$ cat src/rtl/pipe_ctrl.sv
// Pipeline control for a 5-stage in-order core.
// Decodes the ID opcode, carries control bits through EX/MEM/WB and resolves hazards.
module pipe_ctrl #(
    parameter int RA_W       = 5,
    parameter int FORWARD_EN = 1
) (
    input  logic            clk,
    input  logic            rst,
    input  logic [5:0]      id_op,
    input  logic [RA_W-1:0] id_rs,
    input  logic [RA_W-1:0] id_rt,
    input  logic [RA_W-1:0] id_rd,
    input  logic            ex_zero,
    output logic            id_zero_ext,
    output logic            id_jump,
    output logic            ex_alu_src_b,
    output logic            ex_branch,
    output logic            ex_inv_branch,
    output logic [2:0]      ex_alu_op,
    output logic            mem_mem_write,
    output logic            wb_write_reg,
    output logic            wb_mem_to_reg,
    output logic [RA_W-1:0] wb_dst,
    output logic [1:0]      fwd_a,
    output logic [1:0]      fwd_b,
    output logic            pc_write,
    output logic            ifid_write,
    output logic            ifid_flush,
    output logic            pc_src_branch
);

    localparam logic [5:0] OP_R    = 6'b000000;
    localparam logic [5:0] OP_LW   = 6'b100011;
    localparam logic [5:0] OP_SW   = 6'b101011;
    localparam logic [5:0] OP_BEQ  = 6'b000100;
    localparam logic [5:0] OP_BNE  = 6'b000101;
    localparam logic [5:0] OP_J    = 6'b000010;
    localparam logic [5:0] OP_ADDI = 6'b001000;
    localparam logic [5:0] OP_ANDI = 6'b001100;
    localparam logic [5:0] OP_ORI  = 6'b001101;

    typedef struct packed {
        logic            alu_src_b;
        logic            branch;
        logic            inv_branch;
        logic [2:0]      alu_op;
        logic            mem_write;
        logic            write_reg;
        logic            mem_to_reg;
        logic [RA_W-1:0] dst;
        logic [RA_W-1:0] rs;
        logic [RA_W-1:0] rt;
    } idex_t;

    typedef struct packed {
        logic            mem_write;
        logic            write_reg;
        logic            mem_to_reg;
        logic [RA_W-1:0] dst;
    } exmem_t;

    typedef struct packed {
        logic            write_reg;
        logic            mem_to_reg;
        logic [RA_W-1:0] dst;
    } memwb_t;

    logic op_r, op_lw, op_sw, op_beq, op_bne;
    logic op_j, op_addi, op_andi, op_ori;
    logic use_rs, use_rt;
    logic haz, taken, bubble;

    idex_t  dec;
    idex_t  idex_q, idex_d;
    exmem_t exmem_q, exmem_d;
    memwb_t memwb_q, memwb_d;

    // A stage write (dst != 0) that matches a source the ID instruction reads.
    // Unused sources are already zeroed in dec, so they can never match.
    function automatic logic hit(
        input logic            wr,
        input logic [RA_W-1:0] d,
        input logic [RA_W-1:0] a,
        input logic [RA_W-1:0] b
    );
        return wr && (d != '0) && ((d == a) || (d == b));
    endfunction

    // EX/MEM result wins over MEM/WB because it is the younger write.
    function automatic logic [1:0] fsel(
        input logic [RA_W-1:0] s,
        input logic            ew,
        input logic [RA_W-1:0] ed,
        input logic            ww,
        input logic [RA_W-1:0] wd
    );
        if (ew && (ed != '0) && (ed == s)) begin
            return 2'b01;
        end else if (ww && (wd != '0) && (wd == s)) begin
            return 2'b10;
        end
        return 2'b00;
    endfunction

    // One-hot opcode decode; unknown opcodes leave every flag low.
    always_comb begin
        op_r    = 1'b0;
        op_lw   = 1'b0;
        op_sw   = 1'b0;
        op_beq  = 1'b0;
        op_bne  = 1'b0;
        op_j    = 1'b0;
        op_addi = 1'b0;
        op_andi = 1'b0;
        op_ori  = 1'b0;
        case (id_op)
            OP_R:    op_r    = 1'b1;
            OP_LW:   op_lw   = 1'b1;
            OP_SW:   op_sw   = 1'b1;
            OP_BEQ:  op_beq  = 1'b1;
            OP_BNE:  op_bne  = 1'b1;
            OP_J:    op_j    = 1'b1;
            OP_ADDI: op_addi = 1'b1;
            OP_ANDI: op_andi = 1'b1;
            OP_ORI:  op_ori  = 1'b1;
            default: ;
        endcase
    end

    assign use_rs = op_r | op_lw | op_sw | op_beq | op_bne
                  | op_addi | op_andi | op_ori;
    assign use_rt = op_r | op_sw | op_beq | op_bne;

    assign id_zero_ext = op_andi | op_ori;

    // Control word the ID instruction would carry into EX.
    always_comb begin
        dec            = '0;
        dec.alu_src_b  = op_lw | op_sw | op_addi | op_andi | op_ori;
        dec.branch     = op_beq | op_bne;
        dec.inv_branch = op_bne;
        dec.alu_op     = {op_andi | op_ori, op_r, op_beq | op_bne | op_ori};
        dec.mem_write  = op_sw;
        dec.write_reg  = op_r | op_lw | op_addi | op_andi | op_ori;
        dec.mem_to_reg = op_lw;
        dec.dst        = op_r ? id_rd : id_rt;
        dec.rs         = use_rs ? id_rs : '0;
        dec.rt         = use_rt ? id_rt : '0;
    end

    assign taken         = idex_q.branch & (ex_zero ^ idex_q.inv_branch);
    assign pc_src_branch = taken;

    if (FORWARD_EN != 0) begin : g_fwd
        assign haz   = hit(idex_q.mem_to_reg, idex_q.dst, dec.rs, dec.rt);
        assign fwd_a = fsel(idex_q.rs, exmem_q.write_reg, exmem_q.dst,
                            memwb_q.write_reg, memwb_q.dst);
        assign fwd_b = fsel(idex_q.rt, exmem_q.write_reg, exmem_q.dst,
                            memwb_q.write_reg, memwb_q.dst);
    end else begin : g_nofwd
        assign haz   = hit(idex_q.write_reg, idex_q.dst, dec.rs, dec.rt)
                     | hit(exmem_q.write_reg, exmem_q.dst, dec.rs, dec.rt)
                     | hit(memwb_q.write_reg, memwb_q.dst, dec.rs, dec.rt);
        assign fwd_a = 2'b00;
        assign fwd_b = 2'b00;
    end

    // Front-end steering: a taken branch beats a stall, a stall beats a jump.
    always_comb begin
        pc_write   = 1'b1;
        ifid_write = 1'b1;
        ifid_flush = 1'b0;
        id_jump    = 1'b0;
        bubble     = 1'b0;
        if (taken) begin
            ifid_flush = 1'b1;
            bubble     = 1'b1;
        end else if (haz) begin
            pc_write   = 1'b0;
            ifid_write = 1'b0;
            bubble     = 1'b1;
        end else if (op_j) begin
            id_jump    = 1'b1;
            ifid_flush = 1'b1;
        end
    end

    // Next-state for the three stage registers; the back two always advance.
    always_comb begin
        idex_d             = bubble ? '0 : dec;
        exmem_d.mem_write  = idex_q.mem_write;
        exmem_d.write_reg  = idex_q.write_reg;
        exmem_d.mem_to_reg = idex_q.mem_to_reg;
        exmem_d.dst        = idex_q.dst;
        memwb_d.write_reg  = exmem_q.write_reg;
        memwb_d.mem_to_reg = exmem_q.mem_to_reg;
        memwb_d.dst        = exmem_q.dst;
    end

    // Stage registers, cleared asynchronously.
    always_ff @(posedge clk or posedge rst) begin
        if (rst) begin
            idex_q  <= '0;
            exmem_q <= '0;
            memwb_q <= '0;
        end else begin
            idex_q  <= idex_d;
            exmem_q <= exmem_d;
            memwb_q <= memwb_d;
        end
    end

    assign ex_alu_src_b  = idex_q.alu_src_b;
    assign ex_branch     = idex_q.branch;
    assign ex_inv_branch = idex_q.inv_branch;
    assign ex_alu_op     = idex_q.alu_op;
    assign mem_mem_write = exmem_q.mem_write;
    assign wb_write_reg  = memwb_q.write_reg;
    assign wb_mem_to_reg = memwb_q.mem_to_reg;
    assign wb_dst        = memwb_q.dst;

endmodule
$ cat config.mk
export PLATFORM = sky130hd
export DESIGN_NAME = pipe_ctrl
export DESIGN_NICKNAME = d
export VERILOG_FILES = /design/src/rtl/pipe_ctrl.sv
export SDC_FILE = /design/constraint.sdc
export NUM_CORES = 1
export LEC_CHECK = 0
export ABC_AREA = 1
export BUFFER_PORTS_ARGS = -buffer_cell sky130_fd_sc_hd__clkbuf_2
export CELL_PAD_IN_SITES_DETAIL_PLACEMENT = 1
export CELL_PAD_IN_SITES_GLOBAL_PLACEMENT = 1
export CORE_ASPECT_RATIO = 0.7
export CORE_MARGIN = 2
export CORE_UTILIZATION = 35
export DETAILED_ROUTE_END_ITERATION = 16
export GPL_ROUTABILITY_DRIVEN = 0
export PLACE_DENSITY = 0.76
export SETUP_SLACK_MARGIN = 0.3
export SYNTH_ARGS = -nofsm -noshare
export SYNTH_HDL_FRONTEND = slang
export SYNTH_SLANG_ARGS = --single-unit
$ cat constraint.sdc
create_clock -name clk -period 1.7 [get_ports clk]
set_input_delay 0.255 -clock clk [delete_from_list [all_inputs] [get_ports clk]]
set_output_delay 0.255 -clock clk [all_outputs]
set_load 0.03 [all_outputs]
# Word-level counts from Yosys, hierarchy flattened
# Cells that the tools add are included.
[word_totals] wordCells=97 inputBits=24 reg_bits=39 out_inout_bits=24
[op_classes] mux=31 n_reduce_logical=13 bitwise=22 eq_ne=14
[op_table] operator="$eq A5 B5 Y1" count=6
[op_table] operator="$mux W24" count=1
[op_table] operator="$mux W1" count=21
[op_table] operator="$or A1 B1 Y1" count=20
[op_table] operator="$eq A6 B4 Y1 const B" count=3
[op_table] operator="$mux W5" count=3
[op_table] operator="$reduce_bool A5 Y1" count=3
[op_table] operator="$eq A6 B3 Y1 const B" count=2
[op_table] operator="$eq A6 B6 Y1 const B" count=2
[op_table] operator="$mux W2" count=6
[op_table] operator="$logic_and A1 B1 Y1" count=8
[op_table] operator="$eq A6 B2 Y1 const B" count=1
[op_table] operator="$logic_not A6 Y1" count=1
[op_table] operator="$and A1 B1 Y1" count=1
[op_table] operator="$logic_or A1 B1 Y1" count=1
[op_table] operator="$xor A1 B1 Y1" count=1

# Logic depth before layout (Yosys ltp)
[logic_depth] ltp_word=16 ltp_mapped=16 depth_no_buf=15

# Least setup slack after synthesis
# Ideal clock, no wire load.
[synth_path] path_kind="register to output" startpoint="register exmem_q[4] (netlist name)" endpoint="output port fwd_a[1]" n_path_buf=0 arrival_ns=2.051 t_required_ns=1.445 slack_ns=-0.606 stages_incl_launch_ff=5 cell_sequence="dfrtp_1 xnor2_1 nand3_1 nor4_1 nor2_1"
[synth_via] elab_chain_cells=5 word_cells_on_any_way=7 classes_between="eq/ne: 1; mux: 3; reduce/logical: 3"
[synth_rtl] element="start, declared" line="75" source="exmem_t exmem_q, exmem_d;"
[synth_rtl] element="start signal, assigned" line="208" source="exmem_q <= exmem_d;"
[synth_rtl] element="$reduce_bool A5 Y1" line="97" source="if (ew && (ed != '0) && (ed == s)) begin"
[synth_rtl] element="$logic_and A1 B1 Y1" line="97"
[synth_rtl] element="$logic_and A1 B1 Y1 (*)" line="97"
[synth_rtl] element="$mux W2 / $mux W1 (equally long branches)" line="97"
[synth_rtl] element="$mux W2 (*)" line="102" source="return 2'b00;"
[synth_rtl] element="end, declared" line="24" source="output logic [1:0] fwd_a,"
# Mark *: on every way between the ends. The rest lies on a longest branch, timed or not.

# Worst setup path after layout
[layout_path] startpoint="input port id_op[4]" endpoint="output port pc_write"
[layout_via] elab_chain_cells=15 word_cells_on_any_way=34 classes_between="eq/ne: 9; mux: 12; bitwise: 10; reduce/logical: 3"
[layout_rtl] element="start, declared" line="9" source="input logic [5:0] id_op,"
[layout_rtl] element="$eq A6 B6 Y1 / $logic_not A6 Y1 (equally long branches)" line="116" source="case (id_op)"
[layout_rtl] element="$mux W1" line="116"
[layout_rtl] element="$or A1 B1 Y1 (4 in a row)" line="130" source="assign use_rs = op_r | op_lw | op_sw | op_beq | op_bne"
[layout_rtl] element="$or A1 B1 Y1 (3 in a row)" line="131" source="| op_addi | op_andi | op_ori;"
[layout_rtl] element="$mux W5" line="147" source="dec.rs = use_rs ? id_rs : '0;"
[layout_rtl] element="$eq A5 B5 Y1" line="86" source="return wr && (d != '0) && ((d == a) || (d == b));"
[layout_rtl] element="$logic_or A1 B1 Y1 (*)" line="86"
[layout_rtl] element="$logic_and A1 B1 Y1 (*)" line="86"
[layout_rtl] element="$mux W1 (*)" line="178" source="end else if (haz) begin"
[layout_rtl] element="$mux W1 (*)" line="175" source="if (taken) begin"
[layout_rtl] element="end, declared" line="26" source="output logic pc_write,"
# Marks and branches as above.

==> impl_metrics.toml <==
[outcome]
run_status = "finished, violations left"
violations = "setup timing"

[clock_tree]
cts_tree = "yes"
clk_path_buf_depth = 2
clk_latency_ns = 0.30
clk_pin_slew_ns = 0.08
htree_num_levels = 2
cts_root_buf = "clkbuf_8"
cts_sinks = 39
cts_made_buffers = 5
postCtsHoldBufs = 0

[final_layout]
max_flop_register = "idex_q"
regArea_um2 = 978
fillers = 568
diodes = 0
area_growth_pct = 71.7
largest_reg_flops = 10
finalNetCount = 331
stdcell_area_um2 = 3300
multiInputGateArea_um2 = 1190
drive_above_1_share_pct = 61.4

[route]
ant_nets = 0
viasPerCell = 4.80
drtIter0Drc = 74
drc = 0
drt-wirelength-per-cell_um = 19.3
drt_wl_total_mm = 7.35
vias = 1824
dr.pass1.iters = 4

[yosys]
synth_top_area_share_pct = 50.8
netlist_instances = 207
ys_warn_count = 0
synth_seq_area_share_pct = 50.8
syn-cell-area_um2 = 1920
yosysUniqueCellTypes = 25
syn_nets = 231
synth.avg_cell_area_um2 = 9.28
ys_top_cells_by_area = "dfrtp_1 (51%), nand2_1 (6.6%), xor2_1 (6.4%)"
yosys_register_bits = 39
synth_largest_area_cell = "dfrtp_1"

[job]
drv_cap = 0

[worst_setup_path]
rr_worst_depth = 13
cpPeakStageDelay_ns = 0.16
crit_chain = "buf_8 -> nor2_4 -> buf_12 -> nand3_4 -> nand2_2 -> nor2_4 -> nand2_4 -> nand2_4 -> nand2_2 -> nand2_2 -> nor2_1 -> nand3_1 -> nand2_2 -> nand3_4 -> buf_8"
crit_family = "simple AND/OR/NAND/NOR gates"
worstReg2RegStart = "exmem_d[3]$_DFF_PP0_"
cp_max_fo = 5
crit_path_top_delay_cell = "nand2_4"
path_class = "in2out"
cp_common_cell = "nand2_2"
crit_path_start = "id_op[4]"
required_ns = 1.44
crit_buf_inv = 3
start_kind = "primary input"
worstPathArrival_ns = 1.91
crit_cells = 15
cp-end-kind = "primary output"

[pwr]
share_comb_of_total_power_pct = 18.7
intPower_w = 0.00158
p_seq_share_pct = 45.3
swShare_pct = 28.7
p_clk_share_pct = 36.0
power_density_nw_per_um2 = 670
power_w = 0.00221
ir_worst_vdd_mv = 0.358
p_leak_nw = 1.64
switching_power_w = 0.000633

[timing]
final-hold-violation-count = 0
drv_slew = 0
final.min_clock_period_ns = 2.17
fmax_mhz = 462
timing.final.ws_setup_ns = -0.466
finalCritPeriodShare_pct = 127
slew_headroom_pct = 67.3
fin_skew_ns = 0.00897
rsz0062_at_grt = "true"
worst_pin_slew_ns = 0.491
setup_violations = 30
setup_tns_ns = -11.31

[floorplan]
die_area_um2 = 6110
fp.dieW_um = 92.5
start_util_pct = 36.5
io_pins = 48
std_cell_rows = 22
core_um2 = 5260
die_h_um = 66.0

[global_routing]
grt_pass1_vias = 2021
gr-usage-all-layers_pct = 22.2
grt_pass1_wl_mm = 10.1
antenna_found_initial = 0
grt_max_degree = 40
grt_overflow = 0

[worst_hold_path]
hold_class = "in2async"

[place]
io_buffers = 47
place_area_um2 = 2530
dp_hpwl_mm = 3.96
[metal layers]
| layer | track usage [%] | share of wire (%) | vias to the layer above |
|---|---|---|---|
| li1 | - | - | 855 |
| met5 | 0 | 0 | - |
| met2 | 40.2 | 52 | 50 |
| met1 | 26.8 | 42 | 904 |
| met4 | 8.96 | 2.4 | 0 |
| met3 | 3.42 | 3.0 | 15 |
[through the flow]
| stage | hold WS (ns) | util [%] | worst slack, ns | instances |
|---|---|---|---|---|
| after detailed placement | 0.336 | 48.1 | -0.416 | 348 |
| after floorplan | 0.331 | - | -0.231 | 207 |
| after CTS | 0.0643 | 57.8 | -0.391 | 370 |
| after global routing | 0.0874 | 62.7 | -0.525 | 380 |
| final | 0.0381 | 62.7 | -0.466 | 380 |
| after global placement | 0.333 | 48.1 | -0.370 | 348 |
[what timing repair did]
action,in CTS,in global routing
resized for setup,64,52
endpoints found under the hold margin,0,0
endpoints found under the setup margin,33,34
pin swaps,16,24
gates cloned,3,0
setup buffers,11,10
[final timing paths]
path                                            to  slack (ns)
min in group clk              exmem_d[4]$_DFF_PP0_        0.22
max in group asynchronous  ex_inv_branch$_DFF_PP0_        1.31
max                                       pc_write       -0.47
min reg2reg                mem_mem_write$_DFF_PP0_        0.36
max reg2reg                   exmem_d[6]$_DFF_PP0_       -0.29
min                        mem_mem_write$_DFF_PP0_        0.04
[cell usage after synthesis]
cell type	count
nand2_2	1
nor2_2	12
nor2_4	1
buf_4	4
nand2_1	34
nand3_2	1
o31ai_1	1
buf_6	1
nor4_1	3
nor2_1	30
dfrtp_1	39
inv_1	19
buf_8	1
nor3_1	1
nand3_1	18
mux2i_1	5
a21oi_1	1
xnor2_1	9
nand2_4	2
nand4_1	4
a31oi_1	1
or4_1	2
xor2_1	14
nand3_4	1
o21ai_0	2
[cell type report]
| class | count | share of cell area [%] |
|---|---|---|
| well taps | 72 | 2.73 |
| repair buffers | 98 | 25.9 |
| flip-flops and latches | 39 | 29.7 |
| inverters | 19 | 2.24 |
| clock buffers | 5 | 2.09 |
| multi-input cells | 144 | 36.0 |
| clock inverters | 3 | 1.33 |
[cells in the final DEF, fill, tap and decap left out, types with 2 or more instances in the layout]
master,synthesis,final
buf_12,0,5
buf_16,0,2
buf_4,4,41
buf_6,1,7
buf_8,1,6
clkbuf_2,0,32
clkbuf_8,0,9
dfrtp_1,39,37
dfrtp_2,0,2
inv_1,19,14
inv_2,0,4
mux2i_1,5,5
nand2_1,34,14
nand2_2,1,14
nand2_4,2,9
nand3_1,18,12
nand3_2,1,2
nand3_4,1,6
nand4_1,4,4
nor2_1,30,6
nor2_2,12,21
nor2_4,1,16
nor4_4,0,2
or4_4,0,2
xnor2_1,9,9
xor2_1,14,13
[worst min-delay path, cell delays in order]
cell and delay [ns]:
clkbuf_2 0.08, inv_1 0.04, buf_4 0.41
[kinds of logic after synthesis]
kind of cell	after synthesis	share of synthesized area (%)
compound gates	5	1.50
xor+xnor	23	10.5
buf+inv	25	6.64
flops	39	50.8
mux	5	2.61
simple gates	110	27.9
[power by group through the flow]
| stage | clock, W | sequential [W] | combinational, W |
|---|---|---|---|
| floorplan | 0 | 0.00103 | 0.000149 |
| global placement | 0 | 0.00101 | 0.000288 |
| detailed placement | 0 | 0.00101 | 0.000296 |
| CTS | 0.000788 | 0.000997 | 0.000344 |
| global route | 0.000848 | 0.00100 | 0.000442 |
| finish | 0.000795 | 0.00100 | 0.000413 |
Power figures use the tool's default switching activity.
